==> src/rtl/pwm_pkg.sv <==
// Shared types and constants for the multi-channel PWM generator.
package pwm_pkg;

  localparam int CNT_W_DEF  = 8;
  localparam int MIN_PERIOD = 2;

  typedef logic [CNT_W_DEF-1:0] cnt_t;

  typedef enum logic {
    PWM_EDGE   = 1'b0,
    PWM_CENTER = 1'b1
  } pwm_mode_e;

  typedef enum logic {
    DIR_UP   = 1'b0,
    DIR_DOWN = 1'b1
  } pwm_dir_e;

endpackage

==> src/rtl/pwm_multi_channel_gen_if.sv <==
// Control inputs and PWM outputs of the multi-channel generator.
interface pwm_multi_channel_gen_if #(
  parameter int NUM_CH = 4,
  parameter int CNT_W  = 8
);
  localparam int SEL_W = (NUM_CH > 1) ? $clog2(NUM_CH) : 1;

  logic              ena;
  logic              btn_inc;
  logic              btn_dec;
  logic [SEL_W-1:0]  ch_sel;
  logic [CNT_W-1:0]  period_in;
  logic              mode_in;
  logic [NUM_CH-1:0] pwm_out;
  logic              boundary;

  modport master (
    output ena, btn_inc, btn_dec, ch_sel, period_in, mode_in,
    input  pwm_out, boundary
  );

  modport slave (
    input  ena, btn_inc, btn_dec, ch_sel, period_in, mode_in,
    output pwm_out, boundary
  );
endinterface

==> src/rtl/pwm_btn_debounce.sv <==
// Two-flop button sampler; emits a one-cycle pulse on a sampled rising edge.
module pwm_btn_debounce (
  input  logic clk,
  input  logic rst_n,
  input  logic en,
  input  logic btn,
  output logic press
);
  logic s1, s2;

  always_ff @(posedge clk) begin
    if (!rst_n) begin
      s1 <= 1'b0;
      s2 <= 1'b0;
    end else if (en) begin
      s1 <= btn;
      s2 <= s1;
    end
  end

  assign press = s1 & ~s2 & en;
endmodule

==> src/rtl/pwm_multi_channel_gen.sv <==
// NUM_CH PWM channels sharing one period counter; duty/period/mode shadowed to the period boundary.
// state    | meaning
// DIR_UP   | counting 0..P-1 (edge mode never leaves this state)
// DIR_DOWN | centre mode, counting P-2..1 back toward the boundary
module pwm_multi_channel_gen
  import pwm_pkg::*;
#(
  parameter int NUM_CH     = 4,
  parameter int CNT_W      = CNT_W_DEF,
  parameter int PERIOD_RST = 10,
  parameter int DUTY_INIT  = 5,
  parameter int STEP       = 1,
  parameter int DEB_DIV    = 4
) (
  input logic                    clk,
  input logic                    rst_n,
  pwm_multi_channel_gen_if.slave bus
);
  localparam int SEL_W = (NUM_CH > 1) ? $clog2(NUM_CH) : 1;
  localparam int PRE_W = (DEB_DIV > 1) ? $clog2(DEB_DIV) : 1;
  localparam logic [CNT_W:0]   STEP_X = (CNT_W+1)'(STEP);
  localparam logic [CNT_W-1:0] STEP_C = CNT_W'(STEP);

  logic [PRE_W-1:0]  prescaler;
  logic              tick, deb_en;
  logic              inc_pulse, dec_pulse, press_inc, press_dec, sel_ok;
  logic [CNT_W-1:0]  cnt, cnt_nxt, act_period, new_period;
  pwm_dir_e          dir, dir_nxt;
  pwm_mode_e         act_mode;
  logic              at_boundary;
  logic [NUM_CH-1:0] pwm_cmp, pwm_q;
  logic              bnd_q;

  assign tick   = (prescaler == PRE_W'(DEB_DIV - 1));
  assign deb_en = tick & bus.ena;

  always_ff @(posedge clk) begin
    if (!rst_n)       prescaler <= '0;
    else if (bus.ena) prescaler <= tick ? '0 : prescaler + 1'b1;
  end

  pwm_btn_debounce u_deb_inc (
    .clk(clk), .rst_n(rst_n), .en(deb_en), .btn(bus.btn_inc), .press(inc_pulse)
  );

  pwm_btn_debounce u_deb_dec (
    .clk(clk), .rst_n(rst_n), .en(deb_en), .btn(bus.btn_dec), .press(dec_pulse)
  );

  // Opposing presses on the same tick cancel out.
  assign sel_ok    = (int'(bus.ch_sel) < NUM_CH);
  assign press_inc = inc_pulse & ~dec_pulse & sel_ok;
  assign press_dec = dec_pulse & ~inc_pulse & sel_ok;

  assign at_boundary = (cnt == '0) && (dir == DIR_UP);
  assign new_period  = (bus.period_in < CNT_W'(MIN_PERIOD)) ? CNT_W'(MIN_PERIOD) : bus.period_in;

  always_ff @(posedge clk) begin
    if (!rst_n) begin
      cnt <= '0;
      dir <= DIR_UP;
    end else if (bus.ena) begin
      cnt <= cnt_nxt;
      dir <= dir_nxt;
    end
  end

  always_comb begin
    cnt_nxt = cnt;
    dir_nxt = dir;
    unique case (dir)
      DIR_UP: begin
        if (cnt == act_period - 1'b1) begin
          // With P=2 the down leg is empty, so centre mode wraps like edge mode.
          if (act_mode == PWM_CENTER && act_period > CNT_W'(MIN_PERIOD)) begin
            cnt_nxt = cnt - 1'b1;
            dir_nxt = DIR_DOWN;
          end else begin
            cnt_nxt = '0;
          end
        end else begin
          cnt_nxt = cnt + 1'b1;
        end
      end
      DIR_DOWN: begin
        if (cnt == CNT_W'(1)) begin
          cnt_nxt = '0;
          dir_nxt = DIR_UP;
        end else begin
          cnt_nxt = cnt - 1'b1;
        end
      end
    endcase
  end

  always_ff @(posedge clk) begin
    if (!rst_n) begin
      act_period <= CNT_W'(PERIOD_RST);
      act_mode   <= PWM_EDGE;
    end else if (bus.ena && at_boundary) begin
      act_period <= new_period;
      act_mode   <= pwm_mode_e'(bus.mode_in);
    end
  end

  for (genvar i = 0; i < NUM_CH; i++) begin : g_ch
    logic [CNT_W-1:0] target, act_duty, duty_clamp, duty_eff, inc_val, dec_val;
    logic [CNT_W:0]   inc_sum;
    logic             sel_hit;

    assign sel_hit    = sel_ok && (bus.ch_sel == SEL_W'(i));
    assign inc_sum    = {1'b0, target} + STEP_X;
    assign inc_val    = (inc_sum > {1'b0, act_period}) ? act_period : inc_sum[CNT_W-1:0];
    assign dec_val    = ({1'b0, target} >= STEP_X) ? (target - STEP_C) : '0;
    assign duty_clamp = (target > new_period) ? new_period : target;
    // The first cycle of a new period already compares against the new duty.
    assign duty_eff   = at_boundary ? duty_clamp : act_duty;
    assign pwm_cmp[i] = (cnt < duty_eff);

    always_ff @(posedge clk) begin
      if (!rst_n) begin
        target   <= CNT_W'(DUTY_INIT);
        act_duty <= CNT_W'(DUTY_INIT);
      end else if (bus.ena) begin
        if (sel_hit && press_inc)      target <= inc_val;
        else if (sel_hit && press_dec) target <= dec_val;
        else if (at_boundary)          target <= duty_clamp;
        if (at_boundary) act_duty <= duty_clamp;
      end
    end
  end

  always_ff @(posedge clk) begin
    if (!rst_n) begin
      pwm_q <= '0;
      bnd_q <= 1'b0;
    end else if (bus.ena) begin
      pwm_q <= pwm_cmp;
      bnd_q <= at_boundary;
    end else begin
      pwm_q <= '0;
      bnd_q <= 1'b0;
    end
  end

  assign bus.pwm_out  = pwm_q;
  assign bus.boundary = bnd_q;
endmodule

==> src/flat_wrapper.sv <==
// flat-port wrapper written by rule: the top's interface ports become plain ports
module pwm_multi_channel_gen_flat import pwm_pkg::*;
#(
  parameter int NUM_CH     = 4,
  parameter int CNT_W      = CNT_W_DEF,
  parameter int PERIOD_RST = 10,
  parameter int DUTY_INIT  = 5,
  parameter int STEP       = 1,
  parameter int DEB_DIV    = 4
)
  (clk, rst_n, bus_ena, bus_btn_inc, bus_btn_dec, bus_ch_sel, bus_period_in, bus_mode_in, bus_pwm_out, bus_boundary);
  pwm_multi_channel_gen_if #(.NUM_CH(NUM_CH), .CNT_W(CNT_W)) bus_i ();
  input logic clk;
  input logic rst_n;
  input wire logic [$bits(bus_i.ena)-1:0] bus_ena;
  input wire logic [$bits(bus_i.btn_inc)-1:0] bus_btn_inc;
  input wire logic [$bits(bus_i.btn_dec)-1:0] bus_btn_dec;
  input wire logic [$bits(bus_i.ch_sel)-1:0] bus_ch_sel;
  input wire logic [$bits(bus_i.period_in)-1:0] bus_period_in;
  input wire logic [$bits(bus_i.mode_in)-1:0] bus_mode_in;
  output wire logic [$bits(bus_i.pwm_out)-1:0] bus_pwm_out;
  output wire logic [$bits(bus_i.boundary)-1:0] bus_boundary;
  assign bus_i.ena = bus_ena;
  assign bus_i.btn_inc = bus_btn_inc;
  assign bus_i.btn_dec = bus_btn_dec;
  assign bus_i.ch_sel = bus_ch_sel;
  assign bus_i.period_in = bus_period_in;
  assign bus_i.mode_in = bus_mode_in;
  assign bus_pwm_out = bus_i.pwm_out;
  assign bus_boundary = bus_i.boundary;
  pwm_multi_channel_gen #(.NUM_CH(NUM_CH), .CNT_W(CNT_W), .PERIOD_RST(PERIOD_RST), .DUTY_INIT(DUTY_INIT), .STEP(STEP), .DEB_DIV(DEB_DIV)) u_core (.clk(clk), .rst_n(rst_n), .bus(bus_i));
endmodule
==> config.mk <==
export PLATFORM = sky130hd
export DESIGN_NAME = pwm_multi_channel_gen_flat
export DESIGN_NICKNAME = d
export VERILOG_FILES = /design/src/rtl/pwm_pkg.sv /design/src/rtl/pwm_multi_channel_gen_if.sv /design/src/rtl/pwm_btn_debounce.sv /design/src/rtl/pwm_multi_channel_gen.sv /design/src/flat_wrapper.sv
export SDC_FILE = /design/constraint.sdc
export NUM_CORES = 1
export LEC_CHECK = 0
export ABC_AREA = 1
export BUFFER_PORTS_ARGS = -buffer_cell sky130_fd_sc_hd__buf_4
export CAP_MARGIN = 20
export CORE_MARGIN = 2
export CORE_UTILIZATION = 30
export DETAILED_ROUTE_END_ITERATION = 7
export PLACE_DENSITY_LB_ADDON = 0.2
export SETUP_SLACK_MARGIN = 0.02
export SYNTH_ARGS = -nofsm -noshare
export SYNTH_HDL_FRONTEND = slang
export SYNTH_SLANG_ARGS = --single-unit
==> constraint.sdc <==
create_clock -name clk -period 4.3 [get_ports clk]
set_input_delay 0.86 -clock clk [delete_from_list [all_inputs] [get_ports clk]]
set_output_delay 0.86 -clock clk [all_outputs]
set_load 0.01 [all_outputs]
# Word-level counts from Yosys, hierarchy flattened
# Cells that the tools add are included.
dict set report classes {
  n_addsub 12
  multipliers 0
  div 0
  n_lt_le_gt_ge 18
  n_eq_ne 6
  n_shift 0
  mux 38
  bitwise_logic 12
  reduce_logical 22
}
# cell n
set ops {}
lappend ops {{2-to-1 mux 8 bit} 32}
lappend ops {{subtractor 8 x 1 -> 8 bit (second input constant)} 6}
lappend ops {{adder 8 x 1 -> 9 bit (second input constant)} 4}
lappend ops {{greater-than comparator 9 x 8 -> 1 bit} 4}
lappend ops {{>= comparator 8 x 1 -> 1 bit (second input constant)} 4}
lappend ops {{greater-than comparator 8 bit} 4}
lappend ops {{less-than comparator 8 bit} 4}
lappend ops {{one-hot mux 8 bit (2 select lines)} 1}
lappend ops {{nonzero test 3 bit} 4}
lappend ops {{logical AND 1 bit} 11}
lappend ops {{AND reduction 2 bit} 5}
lappend ops {{adder 8 x 1 -> 8 bit (second input constant)} 1}
lappend ops {{equality test 8 x 1 -> 1 bit (second input constant)} 1}
lappend ops {{equality test 8 bit} 1}
lappend ops {{greater-than comparator 8 x 2 -> 1 bit (second input constant)} 1}
lappend ops {{zero test 8 bit} 1}
lappend ops {{less-than comparator 8 x 2 -> 1 bit (second input constant)} 1}
lappend ops {{AND 1 bit} 7}
lappend ops {{equality test 2 bit (second input constant)} 3}
lappend ops {{inverter 1 bit} 5}
lappend ops {{2-to-1 mux 1 bit} 3}
lappend ops {{adder 2 x 1 -> 2 bit (second input constant)} 1}
lappend ops {{equality test 2 x 1 -> 1 bit (second input constant)} 1}
lappend ops {{zero test 2 bit} 1}
lappend ops {{other kinds (2)} 2}
dict set report totals {
  regBits 93
  latch_bits 0
  ram_bits 0
  romBits 0
  inputBits 16
  out_inout_bits 5
  wordCells 127
  mem_count 0
}

# Depth between registers and ports, before layout
dict set report depth {
  ltp_word 8
  ltp_mapped 24
  ltp_nobuf 23
}

# Cells and area by module
# From an unflattened synthesis, not the netlist that was laid out.
dict set report hier_totals {
  hier_cells 1382
  hier_area_um2 9028.7
}
# mod instances cells_each area_per_inst_um2 seq_area_each_um2
set by_module_without_submodules {}
lappend by_module_without_submodules {pwm_multi_channel_gen 1 1360 8868.5 1781.7}
lappend by_module_without_submodules {pwm_btn_debounce 2 11 80.1 40.0}

# Worst setup path after synthesis
# OpenSTA, ideal clock, no wires.
dict set report synth_timing {
  kind {input-to-reg}
  startpoint {input port bus_period_in[7]}
  endpoint {register u_core.pwm_q[3], in the netlist u_core.bus.pwm_out[3]}
  setup_time_ns 0.070
  arrival_ns 3.482
  required_time_ns 4.230
  path_slack_ns 0.748
  cell_stages 20
  n_path_buf 1
  path_cell_list {inv_1 -> nand4_1 -> o21ai_0 -> inv_1 -> ha_1 -> nand2_1 -> nand2_1 -> nand2_1 -> nand2_1 -> nand2_1 -> nand2_1 -> nand2_1 -> clkbuf_1 -> o21ai_0 -> nand2_1 -> o21ai_0 -> ha_1 -> a21oi_1 -> o211ai_1 -> a21oi_1}
}
dict set report synth_between {
  elab_chain_cells 6
}
# item line_no
set synth_lines {}
lappend synth_lines {{from (decl)} flat_wrapper.sv:19} ;# input wire logic [$bits(bus_i.period_in)-1:0] bus_period_in;
lappend synth_lines {{less-than comparator 8 x 2 -> 1 bit} pwm_multi_channel_gen.sv:56} ;# assign new_period = (bus.period_in < CNT_W'(MIN_PERIOD)) ? CNT_W'(MIN_PERIOD) : bus.period_in;
lappend synth_lines {{2-to-1 mux 8 bit *} pwm_multi_channel_gen.sv:56}
lappend synth_lines {{greater-than comparator 8 bit} pwm_multi_channel_gen.sv:115} ;# assign duty_clamp = (target > new_period) ? new_period : target;
lappend synth_lines {{2-to-1 mux 8 bit *} pwm_multi_channel_gen.sv:115}
lappend synth_lines {{2-to-1 mux 8 bit *} pwm_multi_channel_gen.sv:117} ;# assign duty_eff = at_boundary ? duty_clamp : act_duty;
lappend synth_lines {{less-than comparator 8 bit *} pwm_multi_channel_gen.sv:118} ;# assign pwm_cmp[i] = (cnt < duty_eff);
lappend synth_lines {{to (signal assigned)} pwm_multi_channel_gen.sv:138} ;# pwm_q <= pwm_cmp;
lappend synth_lines {{to (decl)} pwm_multi_channel_gen.sv:31} ;# logic [NUM_CH-1:0] pwm_cmp, pwm_q;
# Every way passes the cells marked *; elsewhere a longest branch is shown, timed or not.
# A chain may end at the register's enable or synchronous reset.

# Worst setup path after layout
dict set report layout_timing {
  startpoint {input port bus_period_in[5]}
  endpoint {register u_core.pwm_q[2], in the netlist u_core.bus.pwm_out[2]}
}
dict set report layout_between {
  elab_chain_cells 6
}
# item line_no
set layout_lines {}
lappend layout_lines {{less-than comparator 8 x 2 -> 1 bit *} pwm_multi_channel_gen.sv:56}
lappend layout_lines {{2-to-1 mux 8 bit *} pwm_multi_channel_gen.sv:56}
lappend layout_lines {{via u_core.new_period[0]} pwm_multi_channel_gen.sv:27} ;# logic [CNT_W-1:0] cnt, cnt_nxt, act_period, new_period;
lappend layout_lines {{greater-than comparator 8 bit} pwm_multi_channel_gen.sv:115}
lappend layout_lines {{2-to-1 mux 8 bit *} pwm_multi_channel_gen.sv:115}
lappend layout_lines {{2-to-1 mux 8 bit *} n/a}
lappend layout_lines {{less-than comparator 8 bit *} pwm_multi_channel_gen.sv:118}
# The timed path passes the listed nets; every way through them passes the cells marked *.

==> results.py <==
metrics = {
    "finish": {
        "layout_common_cells": "nand2_1 (311), inv_1 (183), ha_1 (110), o21ai_0 (101), a21oi_1 (99)",
        "finalNetCount": 1522,
        "layout_commonest_cell": "nand2_1",
        "drive_gt1_frac": 0.0928,
        "num_antenna_cells": 0,
        "fin_area_mm2": 0.0100,
        "fillers": 3279,
        "area_delta_synth_final_pct": 9.24,
    },
    "min_path": {
        "hold_path_class": "flop to flop",
        "min_from": "u_core.u_deb_inc.s1",
    },
    "setup_path": {
        "crit_path_top_delay_cell": "nor2_1",
        "cpMostUsedCell": "nand2_1",
        "critPathLaunch": "bus_period_in[5]",
        "start_kind": "primary input",
        "cp-end-kind": "flop",
        "crit_required_ns": 4.59,
        "worst-path-buf-inv": 2,
        "cp.arrival_ns": 4.16,
        "cp_top_family": "simple AND/OR/NAND/NOR gates",
        "crit_chain": "buf_4 > inv_1 > nand4_1 > nor2_1 > nor2_1 > ha_1 > nand4_1 > nand2_1 > o21ai_0 > nand2_1 > o21ai_0 > ha_1 > a21oi_1 > nand2_1 > a21oi_1",
        "worstPathMaxFanout": 15,
        "worstSetupPathType": "primary input to flop",
        "critPathMaxStageDelay_ns": 0.64,
        "r2r-start": "u_core.g_ch[3].target[0]",
    },
    "placement": {
        "io_buffers": 20,
        "place_ws_ns": 0.0989,
        "dpl-instance-area_mm2": 0.00968,
        "place_hpwl_mm": 23.2,
        "gp_congestion": 0.939,
    },
    "detailed_routing": {
        "drt_iter0_markers": 628,
        "drt-pass1-iter-count": 5,
        "wire_per_inst_um": 17.6,
        "final_antenna_net_count": 0,
        "routed-via-count": 9066,
        "viasPerCell": 5.06,
        "drt_wl_total_mm": 31.5,
        "drc": 0,
    },
    "clock_network": {
        "cts_resized": 0,
        "htree_levels": 3,
        "ctsHoldBuffers": 0,
        "cts_buffers": 9,
        "cts-root-buf": "clkbuf_16",
        "clkSlewWorstSetupHoldPaths_ns": 0.07,
        "clk_latency_ns": 0.36,
        "cts_sinks": 93,
        "tritoncts": "yes",
        "clock_path_buffers": 2,
        "cts_setup_buffers": 0,
    },
    "global_routing": {
        "grt_max_degree": 50,
        "grt_pass1_vias": 8641,
        "grt-ovfl-total": 0,
        "track_usage": 0.203,
        "grt_antenna_before_repair": 0,
        "grt_pass1_wl_mm": 49.4,
    },
    "power_and_ir_drop": {
        "peakVddDrop_mv": 0.204,
        "clkPwrFrac": 0.269,
        "p_comb_frac": 0.423,
        "seq_power_share": 0.308,
        "p_switching_w": 0.00150,
        "internal_power_w": 0.00197,
        "power_density_mw_per_mm2": 346,
        "power.leakage_nw": 5.06,
        "p_sw_frac": 0.433,
    },
    "yosys": {
        "syn_inst": 1393,
        "ys_types": 46,
        "ys_seq_elements": 93,
        "syn_area_per_cell_um2": 6.58,
        "synth_area_mm2": 0.00917,
        "yosysSeqAreaShare": 0.203,
        "synth.net_count": 1519,
        "yosys_warnings": 0,
    },
    "timing": {
        "slew_violations": 0,
        "final.period_utilization": 0.901,
        "fmax_mhz": 258,
        "fin_worst_skew_ns": 0.00709,
        "rsz0062_at_grt": "no",
        "worst_pin_slew_ns": 0.856,
        "hold_viol_final": 0,
        "holdWs_ns": 0.456,
        "fin_setup_tns_ns": 0,
        "slew_headroom": 0.427,
        "fin_ws_ns": 0.424,
        "setup_violations": 0,
        "period_needed_ns": 3.88,
    },
    "floorplanning": {
        "rows": 63,
        "die_h_um": 179,
        "io_pins": 21,
        "die_w_um": 179,
        "initial_core_util": 0.307,
        "dieArea_mm2": 0.0320,
        "core_mm2": 0.0299,
    },
    "run": {
        "drv_cap": 0,
    },
    "status": {
        "status": "completed",
    },
}
## routing by layer
layer | routed length [um] | vias up | GRT usage
met5 | 0 | - | 0
met1 | 15900 | 4203 | 0.287
met4 | 599 | 0 | 0.0522
met3 | 1450 | 34 | 0.0341
li1 | - | 4639 | -
met2 | 13600 | 190 | 0.317
## metrics by stage
step,util,std cells,total power [W]
6_report,0.335,1791,0.00347
5_1_grt,0.335,1791,0.00375
4_1_cts,0.335,1791,0.00348
3_5_place_dp,0.324,1775,0.00254
3_3_place_gp,0.324,1775,0.00253
2_1_floorplan,-,1393,0.00217
## cells by family (layout without fill, tap and decap cells)
| kind of cell | Yosys count | in the layout | share of synthesized area |
|---|---|---|---|
| and+or+nand+nor | 563 | 563 | 0.273 |
| AOI/OAI and AO/OA | 310 | 310 | 0.199 |
| buffers and inverters | 257 | 265 | 0.117 |
| adders and majority gates | 110 | 110 | 0.150 |
| DFF | 93 | 93 | 0.203 |
| xor gates and xnor gates | 60 | 60 | 0.0588 |
## synth_stat cells, drive strengths merged
library cell / instances / area share
nor2: 91 / 0.039
and2: 2 / 0.0014
o2bb2ai: 1 / 0.00096
nand2: 322 / 0.14
ha: 110 / 0.15
nor4: 1 / 0.00068
a21o: 4 / 0.0033
xnor3: 1 / 0.0025
o21bai: 4 / 0.0033
nor4b: 2 / 0.0019
o21a: 3 / 0.0025
or2: 3 / 0.0020
o21ai: 126 / 0.075
clkinv: 4 / 0.0016
inv: 202 / 0.083
a21oi: 99 / 0.054
a31oi: 2 / 0.0014
nand3: 95 / 0.056
a211oi: 1 / 0.00082
clkbuf: 28 / 0.012
o22ai: 12 / 0.0082
dfxtp: 93 / 0.20
xor2: 51 / 0.049
o211ai: 48 / 0.039
xnor2: 8 / 0.0076
nor3b: 1 / 0.00082
nor3: 29 / 0.023
nand4: 17 / 0.012
o32ai: 1 / 0.00096
buf: 23 / 0.020
o221ai: 9 / 0.0086
## tightest hold or removal path: cells and delay by family, from the launching register on
family / cells / cell delay [ns]
and+or+nand+nor: 1 / 0.06
DFF: 1 / 0.31
AOI/OAI and AO/OA: 1 / 0.05
## sequential cells by signal (all words and copies together) (netlist names)
signal / flops
u_core.bus.pwm_out: 4
u_core.act_period: 8
u_core.g_ch.target: 32
u_core.u_deb_dec.s1: 1
u_core.u_deb_inc.s2: 1
u_core.prescaler: 2
u_core.dir: 1
u_core.bus.boundary: 1
u_core.u_deb_dec.s2: 1
u_core.cnt: 8
u_core.u_deb_inc.s1: 1
u_core.g_ch.act_duty: 32
u_core.act_mode: 1
## area by class of cell
cell class / count / area [um2] / share of cell area
multi-input cells: 1043 / 6230 / 0.623
flip-flops and latches: 93 / 1860 / 0.186
inverters: 206 / 776 / 0.0775
well taps: 390 / 488 / 0.0487
repair buffers: 43 / 323 / 0.0322
clock buffers: 9 / 225 / 0.0225
clock inverters: 7 / 105 / 0.0105
## power groups by stage
| stage | Sequential (W) | Clock [W] | Combinational, W |
|---|---|---|---|
| global route | 0.00108 | 0.000984 | 0.00168 |
| finish | 0.00107 | 0.000932 | 0.00147 |
| CTS | 0.00107 | 0.000954 | 0.00146 |
| detailed placement | 0.00109 | 0 | 0.00145 |
| floorplan | 0.00103 | 0 | 0.00114 |
| global placement | 0.00109 | 0 | 0.00145 |
## worst paths after layout
| check | cells after the start | slack, ns | end |
|---|---|---|---|
| worst max-delay path | 15 | 0.42 | u_core.bus.pwm_out[2] |
| worst min-delay path | 2 | 0.46 | u_core.u_deb_inc.s2 |
| worst max register to register | 18 | 0.85 | u_core.g_ch[3].target[2] |
| worst min register to register | 2 | 0.46 | u_core.u_deb_inc.s2 |
No activity file was read; power rests on OpenSTA's default activity.
